--- config.mk ---
export PLATFORM = sky130hd
export DESIGN_NAME = pipeline_run_ctrl
export DESIGN_NICKNAME = d
export VERILOG_FILES = /design/src/rtl/pipeline_run_ctrl.sv
export SDC_FILE = /design/constraint.sdc
export NUM_CORES = 1
export LEC_CHECK = 0
export ABC_AREA = 1
export CAP_MARGIN = 20
export CORE_ASPECT_RATIO = 1.75
export CORE_MARGIN = 5
export CORE_UTILIZATION = 40
export DETAILED_ROUTE_END_ITERATION = 10
export MAX_ROUTING_LAYER = met4
export PLACE_DENSITY = 0.67
export SYNTH_ARGS = -nofsm -noshare
export SYNTH_HDL_FRONTEND = slang
export SYNTH_SLANG_ARGS = --single-unit
--- constraint.sdc ---
create_clock -name clock -period 2 [get_ports clock]
set_input_delay 0.3 -clock clock [delete_from_list [all_inputs] [get_ports clock]]
set_output_delay 0.3 -clock clock [all_outputs]
set_load 0.05 [all_outputs]
--- src/rtl/pipeline_run_ctrl.sv ---
// rtl/pipeline_run_ctrl.sv - run/step/halt sequencer producing pipeline ce and fetch gating
// Optional breakpoint compare built only when RUN_CTRL_BREAKPOINT_EN is defined.
module pipeline_run_ctrl #(
    parameter int CYC_W     = 32,
    parameter int DRAIN_LEN = 3
) (
    input  logic             clock,
    input  logic             reset,
    input  logic             exec_pulse,
    input  logic             step_pulse,
    input  logic             halt_req,
    input  logic [15:0]      pc,
    input  logic             bp_en,
    input  logic [15:0]      bp_addr,
    input  logic [15:0]      budget,
    output logic             ce,
    output logic             fetch_en,
    output logic             running,
    output logic             halted,
    output logic [2:0]       stop_cause,
    output logic [CYC_W-1:0] cycle_count
);

    localparam logic [2:0] S_IDLE   = 3'd0;
    localparam logic [2:0] S_RUN    = 3'd1;
    localparam logic [2:0] S_STEP   = 3'd2;
    localparam logic [2:0] S_PAUSE  = 3'd3;
    localparam logic [2:0] S_DRAIN  = 3'd4;
    localparam logic [2:0] S_HALTED = 3'd5;

    localparam logic [2:0] C_USER   = 3'd1;
    localparam logic [2:0] C_BP     = 3'd2;
    localparam logic [2:0] C_BUDGET = 3'd3;
    localparam logic [2:0] C_HALT   = 3'd4;

    localparam logic [7:0] DRAIN_LAST = 8'(DRAIN_LEN - 1);

    logic [2:0]       state_q, state_d;
    logic [15:0]      seg_q, seg_d;
    logic [7:0]       drain_q, drain_d;
    logic [2:0]       cause_q, cause_d;
    logic [CYC_W-1:0] cyc_q, cyc_d;
    logic             fetch_en_q, running_q, halted_q;
    logic             bp_hit, budget_hit, enter_run, ce_c;

    assign enter_run = ((state_q == S_IDLE) || (state_q == S_PAUSE)) && exec_pulse;

`ifdef RUN_CTRL_BREAKPOINT_EN
    logic bp_skip_q, bp_skip_d;

    // bp_skip lets the first RUN cycle execute at a PC that just triggered a stop
    assign bp_hit = bp_en && (pc == bp_addr) && !bp_skip_q;

    always_comb begin
        bp_skip_d = bp_skip_q;
        if (enter_run) begin
            bp_skip_d = 1'b1;
        end else if (state_q == S_RUN) begin
            bp_skip_d = 1'b0;
        end
    end

    always_ff @(posedge clock) begin
        if (!reset) begin
            bp_skip_q <= 1'b0;
        end else begin
            bp_skip_q <= bp_skip_d;
        end
    end
`else
    logic unused_bp;
    assign unused_bp = &{1'b0, bp_en, bp_addr};
    assign bp_hit    = 1'b0;
`endif

    assign ce_c = ((state_q == S_RUN) && !bp_hit) || (state_q == S_STEP) || (state_q == S_DRAIN);
    assign budget_hit = (budget != 16'd0) && ((seg_q + 16'd1) == budget) && ce_c;

    always_comb begin
        state_d = state_q;
        seg_d   = seg_q;
        drain_d = drain_q;
        cause_d = cause_q;
        case (state_q)
            S_IDLE, S_PAUSE: begin
                if (exec_pulse) begin
                    state_d = S_RUN;
                    seg_d   = 16'd0;
                end else if (step_pulse) begin
                    state_d = S_STEP;
                end
            end
            S_RUN: begin
                if (ce_c) begin
                    seg_d = seg_q + 16'd1;
                end
                if (halt_req) begin
                    state_d = S_DRAIN;
                    drain_d = 8'd0;
                end else if (bp_hit) begin
                    state_d = S_PAUSE;
                    cause_d = C_BP;
                end else if (budget_hit) begin
                    state_d = S_PAUSE;
                    cause_d = C_BUDGET;
                end else if (exec_pulse) begin
                    state_d = S_PAUSE;
                    cause_d = C_USER;
                end
            end
            S_STEP: begin
                if (halt_req) begin
                    state_d = S_DRAIN;
                    drain_d = 8'd0;
                end else begin
                    state_d = S_PAUSE;
                end
            end
            S_DRAIN: begin
                if (drain_q == DRAIN_LAST) begin
                    state_d = S_HALTED;
                    cause_d = C_HALT;
                end else begin
                    drain_d = drain_q + 8'd1;
                end
            end
            S_HALTED: state_d = S_HALTED;
            default:  state_d = S_IDLE;
        endcase
    end

    always_comb begin
        cyc_d = cyc_q;
        if (ce_c && (cyc_q != {CYC_W{1'b1}})) begin
            cyc_d = cyc_q + 1'b1;
        end
    end

    always_ff @(posedge clock) begin
        if (!reset) begin
            state_q    <= S_IDLE;
            seg_q      <= 16'd0;
            drain_q    <= 8'd0;
            cause_q    <= 3'd0;
            cyc_q      <= '0;
            fetch_en_q <= 1'b1;
            running_q  <= 1'b0;
            halted_q   <= 1'b0;
        end else begin
            state_q    <= state_d;
            seg_q      <= seg_d;
            drain_q    <= drain_d;
            cause_q    <= cause_d;
            cyc_q      <= cyc_d;
            fetch_en_q <= !((state_d == S_DRAIN) || (state_d == S_HALTED));
            running_q  <= (state_d == S_RUN) || (state_d == S_STEP) || (state_d == S_DRAIN);
            halted_q   <= (state_d == S_HALTED);
        end
    end

    assign ce          = ce_c;
    assign fetch_en    = fetch_en_q;
    assign running     = running_q;
    assign halted      = halted_q;
    assign stop_cause  = cause_q;
    assign cycle_count = cyc_q;

endmodule

==> results of run 1 <==
-- timing repair --
item | 4_1_cts | 5_1_grt
endpoints found under the hold margin | 0 | 0
pin swaps | 12 | 13
setup endpoints to repair | 9 | 37
resized for setup | 20 | 47
setup buffers | 6 | 6
-- worst max-delay path: cells and delay by family (launching register included) --
family / cells / cell delay [ns]
simple gates: 11 / 1.25
flops: 1 / 0.35
fa+ha+maj: 1 / 0.17
compound gates: 2 / 0.26
-- logic make-up (layout without fill, tap and decap cells) --
logic type                 count (synthesis)  in the layout  share of synthesized area [%]
and+or+nand+nor                          401            401                          43.53
buffers and inverters                     82            245                          7.779
AOI/OAI and AO/OA                         78             78                          10.27
DFF                                       65             65                          32.76
xor gates and xnor gates                  20             20                          4.409
adders and majority gates                  4              4                          1.260
-- metrics by stage --
stage | cells | power, W
2_1_floorplan | 650 | 0.002509
3_3_place_gp | 910 | 0.003266
3_5_place_dp | 910 | 0.003306
4_1_cts | 932 | 0.004838
5_1_grt | 938 | 0.005181
6_report | 938 | 0.004924
-- sequential cells by signal, indices dropped and copies added, names as in the netlist --
register,cells
cycle_count,32
drain_q,8
fetch_en,1
halted,1
running,1
seg_q,16
state_q,3
stop_cause,3
-- cell usage after synthesis --
cell type  count  area (um^2)
inv_2          1        3.750
clkbuf_1      10        37.54
a21oi_1       54        270.3
and3_1         1        6.260
dfxtp_1       65         1301
nor3b_1        2        15.01
nand3_1       52        260.3
buf_2          1        5.000
nor2_4         4        45.04
o31ai_1        1        7.510
o211ai_1       1        7.510
nor3_1        17        85.08
nand4_1       11        68.82
nor4_1        12        75.07
o21ai_2        1        8.760
nand2_2        7        43.79
nor2_1        86        322.8
ha_1           4        50.05
nor2_2         2        12.51
inv_1         70        262.8
o21bai_2       1        11.26
or2_0          1        6.260
a31oi_1        2        12.51
nand2_1      202        758.2
xnor2_1        3        26.28
xor2_1        17        148.9
o21ai_0       18        90.09
nand3b_1       4        30.03
-- final timing paths --
kind                                 start       endpoint  slack (ns)  cells past startpoint
worst max-delay path              seg_q[0]  stop_cause[1]       -0.11                     14
worst min-delay path            drain_q[7]     drain_q[7]        0.48                      2
worst max register to register    seg_q[0]  stop_cause[1]       -0.11                     14
worst min register to register  drain_q[7]     drain_q[7]        0.48                      2
-- layer usage --
metal / global-route usage (%) / share of wire (%) / wire [um] / vias to the layer above
li1: - / - / - / 2411
met1: 21.48 / 36 / 4796 / 2226
met2: 43.24 / 55 / 7433 / 182
met3: 3.893 / 4.0 / 542 / 58
met4: 13.93 / 5.2 / 705 / 0
met5: - / 0 / 0 / -
-- final cells by class --
type                    count  share of cell area (%)
multi-input cells         503                   43.15
repair buffers            158                   22.85
flip-flops and latches     65                   22.25
inverters                  71                   4.438
clock buffers              11                   4.229
well taps                 125                   2.604
clock inverters             5                  0.4792
-- power groups by stage --
stage                     Sequential (W)  Clock [W]  Combinational, W
after floorplan                  0.00167          0          0.000835
after global placement           0.00149          0           0.00178
after detailed placement         0.00149          0           0.00181
after CTS                        0.00147    0.00151           0.00186
after global routing             0.00149    0.00158           0.00211
final                            0.00148    0.00149           0.00196
==> results.json, run 1 <==
{
  "status": "complete, but fails checks",
  "violations": "setup timing",
  "avgSynthCellArea_um2": 6.112,
  "grt_pass1_vias": 4970,
  "worst_skew_pair.late_latency_ns": 0.33,
  "fin_nets": 866,
  "remaining_drc_errors": 0,
  "pin_count": 93,
  "place_area_um2": 5384,
  "swShare_pct": 38.37,
  "cts-hold-fix-buffers": 0,
  "netlist_area_um2": 3973,
  "skew_ns": 0.006767,
  "path_cells": "ha_4 -> nand2_4 -> nor2_4 -> nand2_4 -> o21ai_2 -> nand2_1 -> nand2_1 -> nand3_2 -> nor2_2 -> nand3_2 -> nand2_2 -> nand2_4 -> or2_0 -> a21oi_1",
  "p_seq_share_pct": 30.0,
  "fill_cells": 923,
  "power.leakage_nw": 2.403,
  "p_sw_w": 0.001889,
  "clk_path_buf_depth": 2,
  "start_util_pct": 40.58,
  "hold_path_class": "reg -> reg",
  "setup_viol": 4,
  "ys_seq_elements": 65,
  "drive_gt1_share_pct": 24.72,
  "cts_buffers": 9,
  "cts_tree": "built",
  "synth.distinct_cells": 28,
  "crit_type": "reg -> reg",
  "drt_iter0_drc": 304,
  "layout_common_cells": "195 x nand2_1, 96 x buf_4, 71 x nor2_1",
  "final_util_pct": 61.35,
  "worstPathRequired_ns": 2.26,
  "area_growth_pct": 51.18,
  "tns_ns": -0.3261,
  "power.density_nw_per_um2": 819.9,
  "crit_path_end_kind": "flop",
  "design_area_um2": 6006,
  "multi_input_area_um2": 2591,
  "cts_root_buffer": "clkbuf_16",
  "period_needed_ns": 2.107,
  "max_cap_viol_count": 0,
  "antenna_cells": 0,
  "antenna_found_initial": 0,
  "area.sequential_um2": 1336,
  "antenna_left": 0,
  "timing.fmax_mhz": 474.5,
  "tightestPinTransition_ns": 0.5132,
  "cp_max_fo": 7,
  "power.internal_w": 0.003035,
  "crit_path_top_delay_cell": "dfxtp_2",
  "die_height_um": 141.8,
  "finalHoldViolations": 0,
  "grt_start_max_net_pins": 40,
  "synth_seq_area_share_pct": 32.76,
  "hpwl_um": 9905,
  "port-buffer-count": 59,
  "crit_path_start_kind": "flop",
  "overflow": 0,
  "finalCritPeriodShare_pct": 105.4,
  "track_usage_pct": 23.17,
  "viasPerCell": 5.199,
  "routabilityCongestion": 0.9745,
  "peakVddDrop_mv": 0.5861,
  "htree_levels": 3,
  "dieWidth_um": 85.34,
  "yosysWarnings": 0,
  "cts.sinks": 65,
  "arrival_ns": 2.37,
  "worst_hold_slack_ns": 0.4829,
  "layout_setup_ws_ns": -0.1074,
  "wl_per_cell_um": 14.37,
  "dieArea_um2": 12100,
  "cpMostUsedCell": "nand2_4",
  "syn_nets": 708,
  "wl_um": 13480,
  "maxSlewViolCount": 0,
  "pre_cts_ws_ns": -0.2130,
  "final_common_cell": "nand2_1",
  "syn_inst": 650,
  "via_count": 4877,
  "rows": 48,
  "clk_pin_slew_worst_paths_ns": 0.05,
  "slew_headroom_pct": 65.68,
  "drt_first_pass_iters": 5,
  "comb_power_share_pct": 39.8,
  "slowest_delay_ns": 0.35,
  "grt_pass1_wl_um": 22000,
  "rsz0062_at_grt": "yes",
  "core_um2": 9789,
  "p_clk_share_pct": 30.2
}
(Power assumes the default switching activity.)
==> run 2, diff against run 1 <==
Settings changed: ABC_AREA 1 to default, CORE_ASPECT_RATIO 1.75 to 1.2, PLACE_DENSITY 0.67 to 0.68.
==> run 2 against run 1 <==
  * The run still ends with setup timing left
  * Fmax is 11% lower
  * Flip-flop and latch count stayed put
  * Via count decreased by 18%
  * Clock power is 26% lower
==> results.json, run 2 <==
{
  "status": "complete, but fails checks",
  "violations": "setup timing",
  "start_util_pct": 41.26,
  "dp.cells": 706,
  "synthTopCellsByArea": "dfxtp_1 35%, xor2_1 5.4%, a21oi_1 5.2%, nor2_1 5.0%, o21ai_0 4.3%",
  "finalHoldViolations": 0,
  "rsz0062_at_grt": "yes",
  "rrSetupSlack_ns": -0.38,
  "yosysTopAreaCell": "dfxtp_1",
  "yosysMostFrequentCell": "dfxtp_1",
  "remaining_drc_errors": 0,
  "reg2reg_from": "seg_q[8]",
  "cts_root_buffer": "clkbuf_8",
  "core_um2": 9081,
  "arrival_ns": 2.61,
  "port-buffer-count": 59,
  "path_cells": "nand4_1 -> buf_6 -> or4_4 -> nor3_2 -> o211ai_1 -> or4_4 -> a221o_1",
  "htree_levels": 3,
  "track_usage_pct": 18.92,
  "cp_max_fo": 5,
  "final_util_pct": 61.74,
  "fin_nets": 664,
  "crit_type": "reg -> reg",
  "drive_gt1_share_pct": 31.75,
  "syn_nets": 530,
  "crit_buf_inv": 1,
  "syn_inst": 472,
  "antenna_found_initial": 0,
  "yosysWarnings": 0,
  "cts-hold-fix-buffers": 0,
  "synth_common_cells": "65 x dfxtp_1, 50 x nor2_1, 39 x a21oi_1, 32 x nand2_1, 32 x o21ai_0",
  "area_growth_pct": 49.62,
  "crit_path_end_kind": "flop",
  "power.density_nw_per_um2": 654.8,
  "crit_path_start_kind": "flop",
  "overflow": 0,
  "pre_cts_ws_ns": -0.6346,
  "cts.sinks": 65,
  "tns_ns": -1.261,
  "r2r_end": "running",
  "die_height_um": 116.0,
  "slew_headroom_pct": 65.78,
  "period_needed_ns": 2.377,
  "synth_seq_area_share_pct": 34.72,
  "drt_iter0_drc": 160,
  "peakVddDrop_mv": 0.5071,
  "hold_path_class": "reg -> reg",
  "hpwl_um": 7748,
  "clk_pin_slew_worst_paths_ns": 0.07,
  "slowest_delay_ns": 0.52,
  "synth.distinct_cells": 56,
  "final_cells": 731,
  "avgSynthCellArea_um2": 7.939,
  "ys_seq_elements": 65,
  "min_path_cells": 2,
  "layout_common_cells": "82 x buf_4, 58 x clkdlybuf4s50_1, 48 x nor2_1",
  "skew_ns": 0.01385,
  "cts_buffers": 9,
  "crit_path_top_delay_cell": "or4_4",
  "synth_edf_count": 0,
  "p_total_w": 0.003671,
  "setup_viol": 5,
  "layout_setup_ws_ns": -0.3769,
  "hp-start": "cycle_count[14]",
  "synthArstFlopShare_pct": 0,
  "cpLargestDelayFamily": "simple AND/OR/NAND/NOR gates",
  "worst_skew_pair.late_latency_ns": 0.35,
  "power.leakage_nw": 2.077,
  "grt_pass1_vias": 3721,
  "yosysTopAreaCellShare_pct": 34.72,
  "final_common_cell": "buf_4",
  "routabilityCongestion": 0.9591,
  "r2r_cells": 7,
  "wl_per_cell_um": 14.45,
  "clk_path_buf_depth": 2,
  "timing.fmax_mhz": 420.7,
  "hold_end": "cycle_count[14]",
  "dieArea_um2": 11410,
  "pin_count": 93,
  "wl_um": 10570,
  "antenna_left": 0,
  "finalCritPeriodShare_pct": 118.8,
  "viasPerCell": 5.453,
  "grt_pass1_wl_um": 17190,
  "antenna_cells": 0,
  "tightestPinTransition_ns": 0.5117,
  "maxSlewViolCount": 0,
  "grt_start_max_net_pins": 42,
  "drt_first_pass_iters": 4,
  "via_count": 3986,
  "dieWidth_um": 98.36,
  "worstPathRequired_ns": 2.23,
  "rows": 38,
  "largest_reg_flops": 32,
  "cpMostUsedCell": "or4_4",
  "ys.flop_type": "dfxtp_1",
  "cts_tree": "built",
  "netlist_area_um2": 3747,
  "max_cap_viol_count": 0
}
run 2: cell types whose count changed in the layout (fill, tap and decap cells not counted), sizes merged, moves of 13 or more:
cell,before,now
inv,71,12
a21oi,54,39
nand3,52,20
or3,0,16
nor2,92,50
o21ai,19,32
nand2,209,32
run 2: worst max-delay path by stage:
stage / startpoint / end / cells after the start
2_1_floorplan: seg_q[8] / running / 7
5_1_grt: seg_q[0] / running / 8
6_report: seg_q[8] / running / 7
3_3_place_gp: budget[5] / running / 7
4_1_cts: seg_q[0] / running / 7
3_5_place_dp: budget[5] / running / 7
run 2: cells by family (layout without fill, tap and decap cells):
family / Yosys count / in the layout / share of synthesized area [%]
XOR/XNOR: 38 / 38 / 8.881
flip-flops: 65 / 65 / 34.72
AO/OA/AOI/OAI: 113 / 113 / 18.33
AND/OR/NAND/NOR: 210 / 210 / 30.72
multiplexers: 4 / 4 / 1.102
buffers and inverters: 38 / 177 / 4.908
adder cells (fa/ha/maj): 4 / 4 / 1.336
run 2: repair_timing:
action | 4_1_cts | 5_1_grt
pin swaps | 9 | 19
buffers inserted | 1 | 9
endpoints found under the setup margin | 5 | 25
resized for setup | 14 | 40
gates cloned | 0 | 1
run 2: routing by layer:
layer / routed length [um] / up-vias / global-route usage, %
met2: 5447 / 70 / 32.16
met5: 0 / - / -
met3: 364 / 15 / 3.672
met4: 204 / 0 / 8.470
li1: - / 1993 / -
met1: 4549 / 1908 / 21.67
run 2: layout make-up:
cell class | instances | area, um^2
Timing Repair Buffer | 149 | 1333
Inverter | 12 | 45.04
Clock buffer | 12 | 145.1
Fill cell | 804 | 3475
Tap cell | 120 | 150.1
Clock inverter | 4 | 45.04
Sequential cell | 65 | 1395
Multi-Input combinational cell | 369 | 2494
run 2: through the flow:
stage | hold WS (ns) | area, um^2
after floorplan | 0.4697 | 3887
after global placement | 0.4642 | 5094
after detailed placement | 0.4719 | 5094
after CTS | 0.4816 | 5355
after global routing | 0.4976 | 5607
final | 0.4829 | 5607
run 2: worst reg2reg max path, delay by kind of cell (launching register included):
| kind | cells | cell delay, ns |
|---|---|---|
| compound gates | 2 | 0.45 |
| buf+inv | 1 | 0.18 |
| simple gates | 4 | 1.30 |
| flops | 1 | 0.33 |
run 2: power by group:
part	internal [W]	switching, W
logic	0.000567	0.000611
clock network	0.000602	0.000496
registers	0.00134	0.0000522
